**config.mk**
```make
export PLATFORM = sky130hd
export DESIGN_NAME = ika2151_timer_ctrl
export DESIGN_NICKNAME = d
export VERILOG_FILES = /design/src/rtl/ika2151_timer_ctrl.sv
export SDC_FILE = /design/constraint.sdc
export NUM_CORES = 1
export LEC_CHECK = 0
export ABC_AREA = 1
export BUFFER_PORTS_ARGS = -buffer_cell sky130_fd_sc_hd__buf_4
export CAP_MARGIN = 5
export CORE_UTILIZATION = 53
export DETAILED_ROUTE_END_ITERATION = 10
export PLACE_DENSITY = 0.85
export SYNTH_ARGS = -nofsm -noshare
export SYNTH_HDL_FRONTEND = slang
export SYNTH_SLANG_ARGS = --single-unit
```
**constraint.sdc**
```tcl
create_clock -name i_EMUCLK -period 1.6 [get_ports i_EMUCLK]
set_input_delay 0.32 -clock i_EMUCLK [delete_from_list [all_inputs] [get_ports i_EMUCLK]]
set_output_delay 0.32 -clock i_EMUCLK [all_outputs]
set_load 0.02 [all_outputs]
```
**src/rtl/ika2151_timer_ctrl.sv**
```systemverilog
// ---------------------------------------------------------------------------
// ika2151_timer_ctrl
//
// Timer scheduler for the OPM core. Runs Timer A (TA_WIDTH-bit up-counter)
// and Timer B (TB_WIDTH-bit up-counter behind a TB_PRESCALE prescaler) from
// the per-sample tick. Counter overflows become sticky status flags, an
// active-low IRQ and a one-enable-cycle CSM key-on pulse.
//
// Ports
//   i_EMUCLK        master clock, all state changes on its rising edge
//   i_RST           asynchronous active-high reset
//   i_PCEN_n        phi1 enable, active low; state advances only when low
//   i_SAMPLE_TICK   one-enable-cycle pulse per output sample
//   i_TA_VAL        Timer A preload value (also the live reload value)
//   i_TB_VAL        Timer B preload value (also the live reload value)
//   i_TA_LOAD       Timer A run-enable level; rising edge starts the timer
//   i_TB_LOAD       Timer B run-enable level; rising edge starts the timer
//   i_TA_IRQEN      allow Timer A overflow to set o_TA_FLAG
//   i_TB_IRQEN      allow Timer B overflow to set o_TB_FLAG
//   i_TA_FRST       clear o_TA_FLAG (beats a simultaneous set)
//   i_TB_FRST       clear o_TB_FLAG (beats a simultaneous set)
//   i_CSM_EN        CSM mode: Timer A overflow keys on all channels
//   o_TA_CNT        Timer A counter
//   o_TB_CNT        Timer B counter
//   o_TA_FLAG       sticky Timer A overflow flag
//   o_TB_FLAG       sticky Timer B overflow flag
//   o_IRQ_n         registered ~(o_TA_FLAG | o_TB_FLAG)
//   o_CSM_KON       key-on-all pulse for the enable cycle after an A overflow
// ---------------------------------------------------------------------------
module ika2151_timer_ctrl #(
  parameter int TA_WIDTH    = 10,
  parameter int TB_WIDTH    = 8,
  parameter int TB_PRESCALE = 16   // power of two, >= 2
) (
  input  logic                i_EMUCLK,
  input  logic                i_RST,
  input  logic                i_PCEN_n,
  input  logic                i_SAMPLE_TICK,
  input  logic [TA_WIDTH-1:0] i_TA_VAL,
  input  logic [TB_WIDTH-1:0] i_TB_VAL,
  input  logic                i_TA_LOAD,
  input  logic                i_TB_LOAD,
  input  logic                i_TA_IRQEN,
  input  logic                i_TB_IRQEN,
  input  logic                i_TA_FRST,
  input  logic                i_TB_FRST,
  input  logic                i_CSM_EN,
  output logic [TA_WIDTH-1:0] o_TA_CNT,
  output logic [TB_WIDTH-1:0] o_TB_CNT,
  output logic                o_TA_FLAG,
  output logic                o_TB_FLAG,
  output logic                o_IRQ_n,
  output logic                o_CSM_KON
);

  localparam int PRE_W = $clog2(TB_PRESCALE);

  // All-ones constants: counter terminal values and the last prescaler phase.
  // The prescaler is a power of two, so its last phase is all ones and its
  // increment wraps to zero without an explicit compare-and-clear.
  localparam logic [TA_WIDTH-1:0] TA_MAX   = '1;
  localparam logic [TB_WIDTH-1:0] TB_MAX   = '1;
  localparam logic [PRE_W-1:0]    PRE_LAST = '1;

  typedef enum logic {
    ST_IDLE = 1'b0,
    ST_RUN  = 1'b1
  } tmr_state_e;

  // Enable-cycle qualifier: every register below only moves when this is 1.
  logic pcen;
  assign pcen = ~i_PCEN_n;

  // -------------------------------------------------------------------------
  // Timer A
  // -------------------------------------------------------------------------
  tmr_state_e ta_state;
  logic       ta_load_q;   // LOAD as sampled on the previous enable cycle
  logic       ta_rise;     // LOAD rising edge: start and preload
  logic       ta_step;     // tick counted this enable cycle
  logic       ta_ovf;      // counted tick lands on the terminal value

  // A rising LOAD edge always wins over a coincident tick: that tick only
  // preloads and is not counted.
  assign ta_rise = i_TA_LOAD & ~ta_load_q;
  assign ta_step = (ta_state == ST_RUN) & i_TA_LOAD & i_SAMPLE_TICK & ~ta_rise;
  assign ta_ovf  = ta_step & (o_TA_CNT == TA_MAX);

  // NOTE: sequential state uses non-blocking assignments only, so every
  // register samples the pre-edge values of its neighbours regardless of the
  // order the statements are written in.
  always_ff @(posedge i_EMUCLK or posedge i_RST) begin
    if (i_RST) begin
      ta_state  <= ST_IDLE;
      ta_load_q <= 1'b0;
      o_TA_CNT  <= '0;
    end else if (pcen) begin
      ta_load_q <= i_TA_LOAD;
      if (ta_rise) begin
        ta_state <= ST_RUN;
        o_TA_CNT <= i_TA_VAL;
      end else if (!i_TA_LOAD) begin
        // Stopping freezes the counter where it is.
        ta_state <= ST_IDLE;
      end else if (ta_step) begin
        // Reload uses the live i_TA_VAL, not a copy captured at start.
        o_TA_CNT <= ta_ovf ? i_TA_VAL : o_TA_CNT + 1'b1;
      end
    end
  end

  // -------------------------------------------------------------------------
  // Timer B
  // -------------------------------------------------------------------------
  tmr_state_e       ta_unused_state_guard;   // keeps enum use symmetric
  tmr_state_e       tb_state;
  logic             tb_load_q;
  logic             tb_rise;
  logic             tb_step;   // tick advances the prescaler
  logic             tb_carry;  // prescaler wraps: counter advances
  logic             tb_ovf;
  logic [PRE_W-1:0] tb_pre;

  assign ta_unused_state_guard = ST_IDLE;

  assign tb_rise  = i_TB_LOAD & ~tb_load_q;
  assign tb_step  = (tb_state == ST_RUN) & i_TB_LOAD & i_SAMPLE_TICK & ~tb_rise;
  assign tb_carry = tb_step & (tb_pre == PRE_LAST);
  assign tb_ovf   = tb_carry & (o_TB_CNT == TB_MAX);

  always_ff @(posedge i_EMUCLK or posedge i_RST) begin
    if (i_RST) begin
      tb_state  <= ST_IDLE;
      tb_load_q <= 1'b0;
      tb_pre    <= '0;
      o_TB_CNT  <= '0;
    end else if (pcen) begin
      tb_load_q <= i_TB_LOAD;
      if (tb_rise) begin
        // Clearing the prescaler makes the first count land exactly
        // TB_PRESCALE ticks after start.
        tb_state <= ST_RUN;
        tb_pre   <= '0;
        o_TB_CNT <= i_TB_VAL;
      end else if (!i_TB_LOAD) begin
        tb_state <= ST_IDLE;
      end else if (tb_step) begin
        tb_pre <= tb_pre + 1'b1;
        if (tb_carry) begin
          o_TB_CNT <= tb_ovf ? i_TB_VAL : o_TB_CNT + 1'b1;
        end
      end
    end
  end

  // -------------------------------------------------------------------------
  // Flags, IRQ and CSM key-on
  // -------------------------------------------------------------------------
  // Flags become visible right after the overflow enable cycle. o_IRQ_n is
  // built from the registered flags, so it trails them by one enable cycle.
  // CSM ignores IRQEN: it keys on from the raw A overflow.
  always_ff @(posedge i_EMUCLK or posedge i_RST) begin
    if (i_RST) begin
      o_TA_FLAG <= 1'b0;
      o_TB_FLAG <= 1'b0;
      o_IRQ_n   <= 1'b1;
      o_CSM_KON <= 1'b0;
    end else if (pcen) begin
      // Flag reset takes priority over a coincident set.
      if (i_TA_FRST)                o_TA_FLAG <= 1'b0;
      else if (ta_ovf & i_TA_IRQEN) o_TA_FLAG <= 1'b1;

      if (i_TB_FRST)                o_TB_FLAG <= 1'b0;
      else if (tb_ovf & i_TB_IRQEN) o_TB_FLAG <= 1'b1;

      o_IRQ_n   <= ~(o_TA_FLAG | o_TB_FLAG);
      o_CSM_KON <= ta_ovf & i_CSM_EN;
    end
  end

endmodule

```
# Yosys cells after proc, flatten, opt, wreduce, memory -nomap -nowiden

Cells that the tools add are included.

Bits in registers: 30
Latch bits: 0
Bits in writable memories: 0
Memory bits (read-only): 0
Bits of input ports: 29
Output and inout bits: 22
Word-level logic and storage cells: 74
Memories kept: 0

Add/subtract/negate cells: 3
$mul: 0
Div/mod/pow operators: 0
Magnitude comparators: 0
Equality and inequality tests: 5
Shift operators: 0
Multiplexer cells: 20
Bitwise gates (word level): 21
Reduce and logical (&&, ||, !) cells: 14

Operator list:

| kind                                                             | number |
|---|---|
| 10-bit 2-to-1 mux                                                | 4 |
| 8-bit 2-to-1 mux                                                 | 5 |
| 1-bit AND                                                        | 14 |
| 2-bit nonzero test                                               | 7 |
| 4-bit 2-to-1 mux                                                 | 3 |
| 10-bit by 1-bit adder with 10-bit output (second input constant) | 1 |
| 10-bit equality test (second input constant)                     | 1 |
| 8-bit by 1-bit adder with 8-bit output (second input constant)   | 1 |
| 8-bit equality test (second input constant)                      | 1 |
| 1-bit 2-to-1 mux                                                 | 8 |
| 2-bit AND reduction                                              | 4 |
| 1-bit inverter                                                   | 6 |
| 3-bit AND reduction                                              | 2 |
| 4-bit by 1-bit adder with 4-bit output (second input constant)   | 1 |
| 4-bit equality test (second input constant)                      | 1 |
| 2-bit by 1-bit != test with 1-bit output (second input constant) | 2 |
| 4-bit AND reduction                                              | 1 |
| 1-bit OR                                                         | 1 |

# Logic depth before layout (Yosys ltp)

Gate-level depths: netlist of the first run.

Depth after elaboration: 11
Mapped depth: 10
Gate-level depth less buffers: 10

# Least setup slack after synthesis of the first run

No wires, ideal clock.

Path kind: reg2reg
Start point: reg o_TB_CNT[0]
End point: reg o_TB_CNT[5]
Library setup time: 0.118 ns
Arrival: 1.406 ns
Required time: 1.482 ns
Slack: 0.076 ns
Stages on the path, launching flop included: 9
Buffers on the path: 0
Period minus slack after synthesis: 1.524 ns
Path through: dfrtp_1 ha_1 nand3_2 nor2_1 nand2_2 nand2_4 nand2_1 nand3_1 nand2_1

Longest elaborated chain between the ends: 7
Elaborated cells between the ends (all ways): 8
Classes of those cells: add/sub (1); eq/ne (1); mux (5); bitwise (1)

RTL lines:

| item                                                                                           | RTL line | source |
|---|---|---|
| start, declared                                                                                | 49       | `output logic [TB_WIDTH-1:0] o_TB_CNT,` |
| start signal, assigned                                                                         | 144      | `o_TB_CNT <= i_TB_VAL;` |
| start signal, assigned                                                                         | 150      | `o_TB_CNT <= tb_ovf ? i_TB_VAL : o_TB_CNT + 1'b1;` |
| parallel branches: the longest is 2 deep, another holds 8-bit by 1-bit adder with 8-bit output | n/a      |  |
| 8-bit 2-to-1 mux (*)                                                                           | 150      |  |
| 8-bit 2-to-1 mux (*)                                                                           | 149      | `if (tb_carry) begin` |
| 8-bit 2-to-1 mux (*)                                                                           | 147      | `end else if (tb_step) begin` |
| 8-bit 2-to-1 mux (*)                                                                           | 145      | `end else if (!i_TB_LOAD) begin` |
| 8-bit 2-to-1 mux (*)                                                                           | 139      | `if (tb_rise) begin` |

Every way passes the cells marked *. The select of a mux whose other input is x is not followed.
A chain may end at the register's enable or synchronous reset.

# Worst setup path after layout of the first run

Start point: reg o_TA_CNT[0]
End point: reg o_TA_CNT[7]

Longest elaborated chain between the ends: 6
Elaborated cells between the ends (all ways): 7
Classes of those cells: add/sub (1); eq/ne (1); mux (4); bitwise (1)

RTL lines:

| item                                                                                             | RTL line | source |
|---|---|---|
| start, declared                                                                                  | 48       | `output logic [TA_WIDTH-1:0] o_TA_CNT,` |
| start signal, assigned                                                                           | 101      | `o_TA_CNT <= i_TA_VAL;` |
| start signal, assigned                                                                           | 107      | `o_TA_CNT <= ta_ovf ? i_TA_VAL : o_TA_CNT + 1'b1;` |
| parallel branches: the longest is 2 deep, another holds 10-bit by 1-bit adder with 10-bit output | n/a      |  |
| 10-bit 2-to-1 mux (*)                                                                            | 107      |  |
| 10-bit 2-to-1 mux (*)                                                                            | 105      | `end else if (ta_step) begin` |
| 10-bit 2-to-1 mux (*)                                                                            | 102      | `end else if (!i_TA_LOAD) begin` |
| 10-bit 2-to-1 mux (*)                                                                            | 99       | `if (ta_rise) begin` |

Marked as above.

==> results of run 1 <==
==> metal layers <==
layer | vias up | routed length [um] | GRT usage (%)
li1 | 1032 | - | -
met1 | 949 | 2050 | 30.7
met2 | 68 | 2440 | 47.2
met3 | 11 | 255 | 6.88
met4 | 0 | 80 | 10.2
met5 | - | 0 | 0
==> worst max-delay path: stages, from the launching register on <==
cell and delay (ns):
dfrtp_1 0.44, ha_2 0.24, nand3_2 0.13, clkinv_2 0.11, nand3_4 0.14, nand2_8 0.13, nand2_1 0.05, nand3_1 0.07
nand2_1 0.06
==> metrics by stage <==
step                setup slack, ns  util (%)  hold slack [ns]
floorplan                    0.0764         -            0.409
global placement             0.0542      67.5            0.425
detailed placement           0.0435      67.5            0.424
CTS                          0.0211      70.7            0.114
global route                 0.0223      71.6            0.149
finish                        0.124      71.6            0.106
==> worst max path at each step <==
| stage | to | slack (ns) | cells past startpoint | startpoint |
|---|---|---|---|---|
| final | o_TA_CNT[7]$_DFFE_PP0P_ | 0.12 | 8 | o_TA_CNT[0]$_DFFE_PP0P_ |
| after global routing | o_TA_CNT[4]$_DFFE_PP0P_ | 0.02 | 8 | o_TA_CNT[0]$_DFFE_PP0P_ |
| after CTS | o_TB_CNT[7]$_DFFE_PP0P_ | 0.02 | 8 | o_TB_CNT[1]$_DFFE_PP0P_ |
| after detailed placement | o_TB_CNT[7]$_DFFE_PP0P_ | 0.04 | 8 | o_TB_CNT[1]$_DFFE_PP0P_ |
| after global placement | o_TB_CNT[4]$_DFFE_PP0P_ | 0.05 | 8 | o_TB_CNT[1]$_DFFE_PP0P_ |
| after floorplan | o_TB_CNT[5]$_DFFE_PP0P_ | 0.08 | 8 | o_TB_CNT[0]$_DFFE_PP0P_ |
==> cell type report <==
class | instances | area [um^2]
well taps | 48 | 60.1
flip-flops and latches | 30 | 752
clock buffers | 7 | 86.3
clock inverters | 1 | 30.0
inverters | 43 | 163
multi-input cells | 211 | 1070
repair buffers | 59 | 455
fillers | 323 | 1040
==> sequential cells by signal (all words and copies together), names as in the netlist <==
| signal | count |
|---|---|
| o_TA_CNT | 10 |
| o_TB_CNT | 8 |
| tb_pre | 4 |
| o_CSM_KON | 1 |
| o_IRQ_n | 1 |
| o_TA_FLAG | 1 |
| o_TB_FLAG | 1 |
| ta_load_q | 1 |
| ta_state | 1 |
| tb_load_q | 1 |
| tb_state | 1 |
==> Yosys cell counts (3+ instances only) <==
cell type and n:
nor2_4 3, nand2_2 5, nand2_1 105, dfrtp_1 29, nor2_1 13, xor2_1 5, nand3_1 44, inv_1 37
o21ai_0 8, ha_1 3, inv_2 3
==> power groups by stage <==
stage / Combinational (mW) / Sequential (mW) / Clock [mW]
CTS: 1.14 / 1.17 / 0.810
detailed placement: 1.12 / 1.18 / 0
finish: 1.15 / 1.18 / 0.792
floorplan: 0.538 / 1.31 / 0
global route: 1.28 / 1.20 / 0.848
global placement: 1.10 / 1.17 / 0
==> cells by family (layout without fill, tap and decap cells) <==
logic type	count (synthesis)	in the layout
xor gates and xnor gates	7	7
adders and majority gates	3	3
and+or+nand+nor	182	182
buffers and inverters	46	110
AOI/OAI and AO/OA	19	19
DFF	30	30
==> repair_timing <==
| action | 4_1_cts | 5_1_grt |
|---|---|---|
| gates resized for setup | 0 | 2 |
| setup buffers | 0 | 2 |
| endpoints found under the setup margin | 0 | 11 |
==> summary.txt, run 1 <==
Outcome
  • Outcome: finished, final reports clean

Timing
  • RSZ-0062 raised after global routing: false
  • Fin Clk Skew: 0.00731 ns
  • Final Max Tran Viols: 0
  • Period utilization: 92.2%
  • Final hold vios: 0
  • # setup viols final: 0
  • Final setup TNS: 0 ns
  • Relative slew slack: 74.8%
  • Post-layout min period: 1.48 ns
  • F_max: 678 MHz
  • Worst-margin pin slew: 0.378 ns

Clocking
  • CTS Hold Buffers Added: 0
  • Root Buffer: clkbuf_8
  • Clock buffer depth: 2
  • Clock sinks: 30
  • Worst-Skew Late Latency: 0.29 ns
  • Cts bufs inserted: 5
  • H-tree levels: 2
  • CTS tree: yes
  • CTS clk-pin slew, worst paths: 0.06 ns

Logic synthesis
  • Simple logic cell fraction of the synthesized area: 42.0%
  • Synth Flop Type: dfrtp_1
  • Fraction of registers with async set/reset: 100%
  • Syn_nets: 319
  • Ys Warns: 0
  • Largest family of logic cells by synthesized area: simple AND/OR/NAND/NOR gates
  • Sequential-to-total area share from yosys stat: 37.4%
  • Cell Area, Synth: 2010 um^2
  • Synth Area in Compound Gates: 6.28%
  • Synth top area share: 36.0%
  • Top cells by area, synth: dfrtp_1 36%, nand2_1 20%, nand3_1 11%
  • Post-synthesis mux area share: 0%
  • Largest area contributor in the netlist: dfrtp_1
  • Number of enable flip-flop cells after synthesis: 0
  • Synth unique cells: 33
  • Register bit count reported by yosys: 30
  • Cells after synthesis: 287
  • Adder-Cell Fraction of Synth Area: 1.86%
  • Synth Area per Inst: 7.01 um^2
  • XOR/XNOR share of the synthesized area: 3.05%

Placed design
  • Post-DP HPWL: 3.42 mm
  • Dpl cells: 389
  • # port buffers: 50
  • GPL Wtd Cong: 0.854
  • Placed instance area: 2470 um^2

Detailed routing
  • Routed WL per cell: 12.1 um
  • First drt pass iteration count: 4
  • Routed wire length: 4.82 mm
  • Vias/cell: 5.16
  • DR iter-0 viols: 92
  • Post-route ant nets: 0
  • Total number of vias: 2060
  • DRC: 0

Die
  • Starting Density: 55.0%
  • Core area: 3660 um^2
  • Die extent in x: 63.6 um
  • Die Ht: 63.6 um
  • Ports: 51
  • Core Rows: 22
  • DIE AREA: 4050 um^2

Power and ir drop
  • Sw Share: 37.5%
  • Comb pwr share: 36.9%
  • Pwr dens: 1190 nW/um^2
  • Total power: 3.12 mW
  • Worst vdd ir: 0.000614 V
  • Lkg Pwr: 1.43 nW
  • Clk network pwr share: 25.4%
  • Int Pwr: 1.95 mW
  • Sequential power share: 37.7%
  • Net Switching: 1.17 mW

Layout
  • Final instance area: 2620 um^2
  • Final nets: 382
  • Commonest non-fill, non-tap cells in the layout: 105 x nand2_1, 58 x buf_4, 44 x nand3_1
  • Layout cell share with drive strength beyond 1: 25.9%
  • Fin cells: 399
  • Most common cell after layout, fill and taps aside: nand2_1
  • # diodes: 0
  • Synth-to-layout area growth: 30.2%

Critical path
  • CP required: 1.78 ns
  • Worst R2R Setup Slack: 0.12 ns
  • Reg2reg end: o_TA_CNT[7]$_DFFE_PP0P_
  • CP Class: flip-flop to flip-flop
  • Worst-path fanout max: 10
  • R2R depth: 8
  • WP data arrival: 1.65 ns
  • Worst R2R Start: o_TA_CNT[0]$_DFFE_PP0P_
  • Crit path launch type: flip-flop
  • Critical Path Sink Type: flip-flop

Global route
  • First-pass GRT wire length: 8.39 mm
  • Total global-route track usage: 26.8%
  • Antenna violations before repair: 0
  • Largest net degree at the start of global routing: 31
  • Total gr overflow: 0
  • Number of global-route vias before repair: 1976

Run
  • Max_cap viols: 0

Min path
  • Hold Crit Class: input port to asynchronous set/reset pin
Power figures use the tool's default switching activity.
==> run 2, diff against run 1 <==
--- a/config.mk
+++ b/config.mk
@@ -8,9 +8,10 @@
 export ABC_AREA = 1
 export BUFFER_PORTS_ARGS = -buffer_cell sky130_fd_sc_hd__buf_4
 export CAP_MARGIN = 5
-export CORE_UTILIZATION = 53
+export CORE_UTILIZATION = 50
 export DETAILED_ROUTE_END_ITERATION = 10
-export PLACE_DENSITY = 0.85
+export HOLD_SLACK_MARGIN = 0.02
+export PLACE_DENSITY = 0.81
 export SYNTH_ARGS = -nofsm -noshare
 export SYNTH_HDL_FRONTEND = slang
 export SYNTH_SLANG_ARGS = --single-unit
==> summary.txt, run 2 (synthesized netlist as in run 1, its figures left out) <==
Timing
  • Relative slew slack: 67.4%
  • F_max: 684 MHz
  • Final hold vios: 0
  • Worst-margin pin slew: 0.483 ns
  • Post-layout min period: 1.46 ns
  • Final hold slack: 0.109 ns
  • # setup viols final: 0
  • Final Max Tran Viols: 0
  • Final setup TNS: 0 ns
  • Fin Clk Skew: 0.00753 ns
  • Period utilization: 91.3%

Layout
  • Synth-to-layout area growth: 32.5%
  • Area of the multi-input gates: 1090 um^2
  • Final nets: 384
  • Biggest regs: o_TA_CNT: 10 flops, o_TB_CNT: 8 flops, tb_pre: 4 flops
  • Number of filler cells placed in the layout: 315
  • Max FFs per register: 10
  • Most common cell after layout, fill and taps aside: nand2_1
  • Register name with the most flops: o_TA_CNT
  • Storage element area: 752 um^2
  • # diodes: 0
  • Post-Route Utilization: 70.7%
  • Commonest non-fill, non-tap cells in the layout: 104 x nand2_1, 61 x buf_4, 44 x nand3_1
  • Layout cell share with drive strength beyond 1: 27.5%

Global route
  • Largest net degree at the start of global routing: 31
  • Antenna violations before repair: 0
  • Total gr overflow: 0
  • Total global-route track usage: 24.1%
  • Number of global-route vias before repair: 1779
  • First-pass GRT wire length: 7.80 mm

Critical path
  • Critical Path Sink Type: flip-flop
  • WP data arrival: 1.63 ns
  • Cell repeated most along the worst path: nand2_1
  • CP max stage delay: 0.46 ns
  • Crit path launch type: flip-flop
  • Worst Path Buf+Inv: 0
  • Slowest CP cell: dfrtp_1
  • CP Class: flip-flop to flip-flop
  • CP required: 1.77 ns
  • Delay-heaviest family, CP: simple AND/OR/NAND/NOR gates
  • Worst-path fanout max: 8
  • CP cell instances: ha_4 -> nand3_2 -> nor2_2 -> nand2_2 -> nand2_4 -> nand2_1 -> nand3_1 -> nand2_1

Clocking
  • CTS clk-pin slew, worst paths: 0.07 ns
  • Clock buffer depth: 2
  • Worst-Skew Late Latency: 0.29 ns
  • Cts bufs inserted: 5
  • CTS tree: yes
  • CTS Hold Buffers Added: 0
  • Clock sinks: 30
  • H-tree levels: 2
  • Root Buffer: clkbuf_8

Detailed routing
  • Total number of vias: 2019
  • Routed WL per cell: 11.9 um
  • DR iter-0 viols: 81
  • First drt pass iteration count: 4
  • Routed wire length: 4.77 mm
  • DRC: 0
  • Vias/cell: 5.03
  • Post-route ant nets: 0

Placed design
  • # port buffers: 50
  • Post-DP HPWL: 3.37 mm
  • GPL Wtd Cong: 0.841

Power and ir drop
  • Comb pwr share: 35.6%
  • Net Switching: 1.20 mW
  • Pwr dens: 1250 nW/um^2
  • Lkg Pwr: 1.45 nW
  • Clk network pwr share: 28.9%
  • Worst vdd ir: 0.000713 V
  • Int Pwr: 2.12 mW
  • Sw Share: 36.1%
  • Sequential power share: 35.5%

Outcome
  • Outcome: finished, final reports clean

Die
  • DIE AREA: 4280 um^2
  • Core Rows: 22
  • Starting Density: 53.4%
  • Core area: 3770 um^2
  • Ports: 51
  • Die extent in x: 65.5 um
  • Die Ht: 65.5 um

Min path
  • Hold Crit Class: input port to asynchronous set/reset pin

Run
  • Max_cap viols: 0
==> run 2: cell types whose count changed in the layout (fill, tap and decap cells not counted), sizes merged <==
cell and change:
buf +2, bufinv +1, clkbuf -1
==> run 2: final timing paths <==
path,slack (ns),from,depth (start not counted),endpoint
setup / recovery,0.14,o_TB_CNT[1]$_DFFE_PP0P_,8,o_TB_CNT[7]$_DFFE_PP0P_
setup reg to reg,0.14,o_TB_CNT[1]$_DFFE_PP0P_,8,o_TB_CNT[7]$_DFFE_PP0P_
max in group asynchronous,1.17,i_RST,3,o_IRQ_n$_DFFE_PP1N_
hold reg to reg,0.46,o_TB_FLAG$_DFFE_PP0P_,1,o_IRQ_n$_DFFE_PP1N_
hold / removal,0.11,i_RST,3,o_TA_CNT[4]$_DFFE_PP0P_
min in group i_EMUCLK,0.20,i_TB_FRST,2,o_TB_FLAG$_DFFE_PP0P_
==> run 2: routing by layer <==
metal / up-vias / wire (um) / GRT usage (%)
met5: - / 0 / 0
met4: 0 / 74 / 10.6
met1: 924 / 2090 / 29.0
met2: 52 / 2370 / 41.5
li1: 1035 / - / -
met3: 8 / 228 / 4.34
==> run 2: final cells by class <==
cell class,count,share of cell area [%]
Clock buffer,6,3.10
Clock inverter,2,2.25
Inverter,43,6.10
Multi-Input combinational cell,211,40.9
Sequential cell,30,28.2
Tap cell,48,2.25
Timing Repair Buffer,61,17.2
==> run 2: worst reg2reg max path: cells and delay by family (launching register included) <==
family	cells	cell delay, ns
adders and majority gates	1	0.19
and+or+nand+nor	7	0.69
DFF	1	0.46
==> run 2: per-stage QoR <==
stage / cells / cell area (um^2) / power, mW / setup WS [ns]
after global placement: 389 / 2470 / 2.28 / 0.0892
after global routing: 401 / 2670 / 3.53 / -0.0220
after floorplan: 287 / 2010 / 1.85 / 0.0764
final: 401 / 2670 / 3.32 / 0.139
after detailed placement: 389 / 2470 / 2.31 / 0.0821
after CTS: 397 / 2620 / 3.29 / 0.0522
==> run 2: power groups by stage <==
stage	clock [mW]	combinational, mW	sequential, mW
after floorplan	0	0.538	1.31
after global placement	0	1.12	1.17
after detailed placement	0	1.14	1.17
after CTS	0.976	1.15	1.16
after global routing	1.01	1.32	1.20
final	0.962	1.18	1.18
==> run 2: timing repair <==
| action | in CTS | in global routing |
|---|---|---|
| resized for setup | 0 | 6 |
| setup buffers | 0 | 4 |
| setup endpoints to repair | 0 | 9 |
